[src/rtl/ps2_key_sequencer_if.sv]
// Key-event and serializer handshake bundle for ps2_key_sequencer.
// slave is the sequencer's view; master is the event source plus serializer side.
interface ps2_key_sequencer_if;
   logic       key_valid;
   logic       key_ready;
   logic [7:0] key_code;
   logic       key_ext;
   logic       key_release;
   logic [7:0] scan_code;
   logic       start_sending;
   logic       data_sent;
   logic       busy;
   logic       seq_done;
   logic       timeout_err;

   modport master (
      output key_valid, key_code, key_ext, key_release, data_sent,
      input  key_ready, scan_code, start_sending, busy, seq_done, timeout_err
   );

   modport slave (
      input  key_valid, key_code, key_ext, key_release, data_sent,
      output key_ready, scan_code, start_sending, busy, seq_done, timeout_err
   );
endinterface

[src/rtl/ps2_key_sequencer.sv]
// Turns key events into PS/2 make/break byte sequences for the serializer,
// with inter-byte gap, typematic auto-repeat and a lost-handshake watchdog.
module ps2_key_sequencer #(
   parameter int unsigned GAP_CYCLES    = 16,
   parameter int unsigned REPEAT_DELAY  = 50000,
   parameter int unsigned REPEAT_PERIOD = 10000,
   parameter int unsigned TIMEOUT       = 256
) (
   input logic                clk,
   input logic                reset,
   ps2_key_sequencer_if.slave bus
);

   localparam logic [15:0] GAP_L     = 16'(GAP_CYCLES);
   localparam logic [15:0] DELAY_L   = 16'(REPEAT_DELAY);
   localparam logic [15:0] PERIOD_L  = 16'(REPEAT_PERIOD);
   localparam logic [15:0] TIMEOUT_L = 16'(TIMEOUT);
   localparam bit          REPEAT_EN = (REPEAT_DELAY != 0);

   typedef enum logic [2:0] {S_IDLE, S_LOAD, S_WAIT_SENT, S_GAP, S_HOLD} state_t;

   state_t      state, state_nxt;
   logic [15:0] cnt, cnt_nxt;
   logic [1:0]  idx_q, idx_nxt;
   logic        repeat_q, repeat_nxt;
   logic [7:0]  code_q;
   logic        ext_q, rel_q;
   logic [7:0]  scan_q;

   logic        accept, load_en, step, last_byte;
   logic [7:0]  load_byte;
   logic        seq_done_c, timeout_c;
   logic [15:0] hold_limit;

   // Byte idx of the list [E0] [F0] code selected by the ext/release flags.
   function automatic logic [7:0] seq_byte(input logic [7:0] code, input logic ext,
                                           input logic rel, input logic [1:0] idx);
      case ({ext, rel})
         2'b01:   seq_byte = (idx == 2'd0) ? 8'hF0 : code;
         2'b10:   seq_byte = (idx == 2'd0) ? 8'hE0 : code;
         2'b11:   seq_byte = (idx == 2'd0) ? 8'hE0 : (idx == 2'd1) ? 8'hF0 : code;
         default: seq_byte = code;
      endcase
   endfunction

   assign last_byte  = (idx_q == ({1'b0, ext_q} + {1'b0, rel_q}));
   assign hold_limit = repeat_q ? PERIOD_L : DELAY_L;

   always_comb begin
      // NOTE: every combinational output gets a default first, so no path can infer a latch.
      state_nxt  = state;
      cnt_nxt    = cnt;
      idx_nxt    = idx_q;
      repeat_nxt = repeat_q;
      accept     = 1'b0;
      load_en    = 1'b0;
      load_byte  = 8'h00;
      step       = 1'b0;
      seq_done_c = 1'b0;
      timeout_c  = 1'b0;

      case (state)
         S_IDLE, S_HOLD: begin
            if (bus.key_valid) begin
               // A new event always beats a repeat expiring on the same cycle.
               accept     = 1'b1;
               state_nxt  = S_LOAD;
               idx_nxt    = 2'd0;
               repeat_nxt = 1'b0;
               load_en    = 1'b1;
               load_byte  = seq_byte(bus.key_code, bus.key_ext, bus.key_release, 2'd0);
            end else if (state == S_HOLD) begin
               if (cnt == hold_limit) begin
                  state_nxt  = S_LOAD;
                  idx_nxt    = 2'd0;
                  repeat_nxt = 1'b1;
                  load_en    = 1'b1;
                  load_byte  = seq_byte(code_q, ext_q, rel_q, 2'd0);
               end else begin
                  cnt_nxt = cnt + 16'd1;
               end
            end
         end
         S_LOAD: begin
            state_nxt = S_WAIT_SENT;
            cnt_nxt   = 16'd1;
         end
         S_WAIT_SENT: begin
            if (bus.data_sent) begin
               if (GAP_L == 16'd0) begin
                  step = 1'b1;
               end else begin
                  state_nxt = S_GAP;
                  cnt_nxt   = 16'd1;
               end
            end else if (cnt == TIMEOUT_L) begin
               timeout_c  = 1'b1;
               state_nxt  = S_IDLE;
               repeat_nxt = 1'b0;
            end else begin
               cnt_nxt = cnt + 16'd1;
            end
         end
         S_GAP: begin
            if (cnt == GAP_L) step = 1'b1;
            else              cnt_nxt = cnt + 16'd1;
         end
         default: state_nxt = S_IDLE;
      endcase

      if (step) begin
         if (!last_byte) begin
            state_nxt = S_LOAD;
            idx_nxt   = idx_q + 2'd1;
            load_en   = 1'b1;
            load_byte = seq_byte(code_q, ext_q, rel_q, idx_q + 2'd1);
         end else begin
            seq_done_c = 1'b1;
            if (!rel_q && REPEAT_EN) begin
               state_nxt = S_HOLD;
               cnt_nxt   = 16'd1;
            end else begin
               state_nxt = S_IDLE;
            end
         end
      end
   end

   always_ff @(posedge clk) begin
      // NOTE: sequential state uses non-blocking assignments so every flop samples pre-edge values.
      if (reset) begin
         state    <= S_IDLE;
         cnt      <= '0;
         idx_q    <= '0;
         repeat_q <= 1'b0;
         code_q   <= '0;
         ext_q    <= 1'b0;
         rel_q    <= 1'b0;
         scan_q   <= '0;
      end else begin
         state    <= state_nxt;
         cnt      <= cnt_nxt;
         idx_q    <= idx_nxt;
         repeat_q <= repeat_nxt;
         if (accept) begin
            code_q <= bus.key_code;
            ext_q  <= bus.key_ext;
            rel_q  <= bus.key_release;
         end
         if (load_en) scan_q <= load_byte;
      end
   end

   assign bus.key_ready     = (state == S_IDLE) || (state == S_HOLD);
   assign bus.start_sending = (state == S_LOAD);
   assign bus.busy          = (state == S_LOAD) || (state == S_WAIT_SENT) || (state == S_GAP);
   assign bus.scan_code     = scan_q;
   assign bus.seq_done      = seq_done_c;
   assign bus.timeout_err   = timeout_c;

endmodule

[src/flat_wrapper.sv]
// flat-port wrapper written by rule: the top's interface ports become plain ports
module ps2_key_sequencer_flat 
#(
   parameter int unsigned GAP_CYCLES    = 16,
   parameter int unsigned REPEAT_DELAY  = 50000,
   parameter int unsigned REPEAT_PERIOD = 10000,
   parameter int unsigned TIMEOUT       = 256
)
  (clk, reset, bus_key_valid, bus_key_code, bus_key_ext, bus_key_release, bus_data_sent, bus_key_ready, bus_scan_code, bus_start_sending, bus_busy, bus_seq_done, bus_timeout_err);
  ps2_key_sequencer_if bus_i ();
  input logic clk;
  input logic reset;
  input wire logic [$bits(bus_i.key_valid)-1:0] bus_key_valid;
  input wire logic [$bits(bus_i.key_code)-1:0] bus_key_code;
  input wire logic [$bits(bus_i.key_ext)-1:0] bus_key_ext;
  input wire logic [$bits(bus_i.key_release)-1:0] bus_key_release;
  input wire logic [$bits(bus_i.data_sent)-1:0] bus_data_sent;
  output wire logic [$bits(bus_i.key_ready)-1:0] bus_key_ready;
  output wire logic [$bits(bus_i.scan_code)-1:0] bus_scan_code;
  output wire logic [$bits(bus_i.start_sending)-1:0] bus_start_sending;
  output wire logic [$bits(bus_i.busy)-1:0] bus_busy;
  output wire logic [$bits(bus_i.seq_done)-1:0] bus_seq_done;
  output wire logic [$bits(bus_i.timeout_err)-1:0] bus_timeout_err;
  assign bus_i.key_valid = bus_key_valid;
  assign bus_i.key_code = bus_key_code;
  assign bus_i.key_ext = bus_key_ext;
  assign bus_i.key_release = bus_key_release;
  assign bus_i.data_sent = bus_data_sent;
  assign bus_key_ready = bus_i.key_ready;
  assign bus_scan_code = bus_i.scan_code;
  assign bus_start_sending = bus_i.start_sending;
  assign bus_busy = bus_i.busy;
  assign bus_seq_done = bus_i.seq_done;
  assign bus_timeout_err = bus_i.timeout_err;
  ps2_key_sequencer #(.GAP_CYCLES(GAP_CYCLES), .REPEAT_DELAY(REPEAT_DELAY), .REPEAT_PERIOD(REPEAT_PERIOD), .TIMEOUT(TIMEOUT)) u_core (.clk(clk), .reset(reset), .bus(bus_i));
endmodule
[config.mk]
export PLATFORM = sky130hd
export DESIGN_NAME = ps2_key_sequencer_flat
export DESIGN_NICKNAME = d
export VERILOG_FILES = /design/src/rtl/ps2_key_sequencer_if.sv /design/src/rtl/ps2_key_sequencer.sv /design/src/flat_wrapper.sv
export SDC_FILE = /design/constraint.sdc
export NUM_CORES = 1
export LEC_CHECK = 0
export ABC_AREA = 1
export CORE_ASPECT_RATIO = 0.75
export CORE_MARGIN = 8
export CORE_UTILIZATION = 50
export CTS_CLUSTER_SIZE = 10
export DETAILED_ROUTE_END_ITERATION = 8
export PLACE_DENSITY = 0.71
export SLEW_MARGIN = 10
export SYNTH_ARGS = -nofsm -noshare
export SYNTH_HDL_FRONTEND = slang
export SYNTH_SLANG_ARGS = --single-unit
[constraint.sdc]
create_clock -name clk -period 3.44 [get_ports clk]
set_input_delay 0.688 -clock clk [delete_from_list [all_inputs] [get_ports clk]]
set_output_delay 0.688 -clock clk [all_outputs]
set_load 0.01 [all_outputs]
==> impl_results.md <==
- Largest family of logic cells by synthesized area: simple AND/OR/NAND/NOR gates
- Grt total ovfl: 0
- WP data arrival: 2.27 ns
- Outcome: completed
- Post-synthesis sequential area ratio: 26.0%
- Post-Place Cell Area: 0.00339 mm2
- Largest net degree at the start of global routing: 20
- Fill cells: 625
- Rel. slew slack: 57.0%
- 1st-pass router iterations: 5
- Area share of fa/ha/maj cells after synthesis: 3.24%
- Longest Clk Path Bufs: 2
- CTS root buf: clkbuf_8
- Endpoints failing setup: 0
- Max IR drop VDD: 0.000512 V
- Hold buffer count at cts: 0
- Num ports: 27
- RSZ-0062 raised after global routing: no
- Critical Path Fanout Max: 6
- Synthesized area: 0.00309 mm2
- # DRC: 0
- CTS tree: built
- CTS H-tree lvls: 2
- Non-Filler Instances: 632
- Core area: approximately 0.0059 mm2
- Syn avg cell area: 5.81 um2
- Die X-Extent: 107 um
- Final hold violation count: 0
- Worst-Margin Slew: 0.638 ns
- PortBufs: 26
- Cells after synthesis: 531
- Rows: 24
- Hold path depth: 2
- Crit start category: register
- Power density cells: 551 mW/mm2
- Path depth of the worst reg2reg path: 13
- GPL Wtd Cong: 0.924
- Vias in the first global route: 3187
- Hold Crit Class: reg2reg
- Layout cell share with drive strength beyond 1: 7.04%
- Pleak: ~1.6 nW
- Max-cap violation count: 0
- Skew-Pair Late Insertion Delay: 0.29 ns
- Die area: 0.00897 mm2
- Setup crit end kind: primary output
- Tot GR Track Use: 20.5%
- Synth Area in Compound Gates: 13.9%
- First-pass GRT wire length: 15200 um
- Placed wire-length estimate: just under 7000 um
- WL/cell: about 15 um
- Post-route cell area: 0.00349 mm2
- Crit share post-route: 85.9%
- Die height: 84.0 um
- Synth Area in XOR/XNOR: 2.27%
- Final-report max-slew violation count: 0
- # clock sinks: 40
- Clock skew: 0.00433 ns
- Seq cells post-synth: 40
- Iteration-0 DRC Markers: around 240
- Post-Synth Simple-Gate Area: 44.2%
- PostCTS Resize Cnt: 0
- Fin nets: 575
- CTS Buf Count: 5
- Final ANT Viol Nets: 0
- Vias: 3454
- Detailed Route WL: 9240 um
- Crit Path Class: reg2out
- Fmax: 338 MHz
- Area occupied by multi-input gates: about 0.002 mm2
- YS warnings: 0
- Initial antenna violation count: 0
- Ant diodes: 0
- Placed insts: 624
- Register area: 801 um2
- Postcts setup bufs: 0
- Clock period minus worst slack: 2.96 ns
- Vias/cell: approximately 5.5
- Synthesized Nets: 553
- Clock slew at reported path FFs: around 0.08 ns
- Synth unique cells: 30
- Area growth from synthesis to layout: 13.2%
- Initial Util: 52.4%
- Total negative slack: 0 ns
- Worst path required time: around 2.8 ns
- Multiplexer share of the synthesized area: 0%
cells in the mapped netlist:
cell      count  area (um2)
nand4_1       8        50.1
inv_1        57         214
a31oi_1       2        12.5
xor2_1        8        70.1
and3_1        1        6.26
or2_1         1        6.26
nor3_2        1        10.0
inv_4         1        6.26
and2_1        1        6.26
dfxtp_1      40         801
o21ai_1       4        20.0
or2_2         2        12.5
nand3b_1      1        7.51
o31ai_1       1        7.51
buf_4         1        7.51
nand2_1     146         548
buf_2         4        20.0
nand3_2       3        30.0
a21oi_1      38         190
nor3_1        5        25.0
o21ai_0      40         200
buf_6         2        22.5
clkbuf_1      6        22.5
ha_1          8         100
nor2_2        4        25.0
nor2_1       78         293
nand3_1      49         245
inv_2         7        26.3
nor2_4        5        56.3
nand2_2       7        43.8
kinds of logic after synthesis:
kind of cell / after synthesis
xor+xnor: 8
flops: 40
simple gates: 312
compound gates: 85
fa+ha+maj: 8
buf+inv: 78
where the power goes:
group | leakage (nW) | total (mW) | switching (mW) | internal, mW
registers | 0.327 | 0.613 | 0.0689 | 0.544
logic | 1.20 | 0.917 | 0.601 | 0.315
clock network | 0.0552 | 0.396 | 0.180 | 0.216
cell usage in the layout, fill, tap and decap left out, types with 2 or more instances in the layout:
cell and instances:
a31oi_1 2, buf_4 2, xor2_1 8, nor2_4 5, dfxtp_1 40, nand2_2 7, or2_2 2, a21oi_1 38
nor2_1 78, nand3_1 49, clkdlybuf4s50_1 26, nor3_1 5, inv_1 57, clkbuf_8 5, o21ai_1 4, o21ai_0 40
nand4_1 8, nand3_2 3, nand2_1 146, inv_2 7, ha_1 8, nor2_2 4
critical path, cell delays in order, from the launching register on:
cell	delay (ns)
dfxtp_1	0.36
inv_1	0.16
ha_1	0.24
nand2_1	0.13
nor2_4	0.20
nand3_1	0.17
nor2_1	0.16
clkdlybuf4s50_1	0.56
path summary, 6_finish.rpt:
kind	startpoint	endpoint	slack, ns
setup / recovery	u_core.cnt[0]	bus_timeout_err	0.48
hold / removal	u_core.bus.scan_code[7]	u_core.bus.scan_code[7]	0.48
hold reg to reg	u_core.bus.scan_code[7]	u_core.bus.scan_code[7]	0.48
setup reg to reg	u_core.rel_q	u_core.bus.scan_code[6]	0.90
through the flow:
stage / util, % / setup slack [ns] / hold slack [ns] / total power [mW]
after detailed placement: 57.5 / 0.718 / 0.458 / 1.51
after CTS: 59.4 / 0.500 / 0.479 / 1.91
after global placement: 57.5 / 0.794 / 0.460 / 1.50
after global routing: 59.4 / 0.382 / 0.517 / 2.06
after floorplan: - / 1.56 / 0.454 / 1.23
final: 59.4 / 0.485 / 0.477 / 1.93
final cells by class:
cell class	count	area share, %
tap	78	2.79
sequential	40	22.9
timing repair buffer	28	7.88
inverter	65	7.06
clock inverter	2	1.00
multi-input combinational	413	56.3
clock buffer	6	2.08
state kept, by name (all words and copies together) (netlist names):
name                  count
u_core.cnt               16
u_core.bus.scan_code      8
u_core.code_q             8
u_core.state              3
u_core.idx_q              2
u_core.ext_q              1
u_core.rel_q              1
u_core.repeat_q           1
metal layers:
| layer | vias up | GRT usage [%] | share of wire (%) |
|---|---|---|---|
| li1 | 1737 | - | - |
| met1 | 1553 | 29.4 | 50 |
| met2 | 158 | 29.2 | 40 |
| met3 | 6 | 5.71 | 9.5 |
| met4 | 0 | 3.82 | 0.43 |
| met5 | - | 0 | 0 |
(Power assumes the default switching activity.)
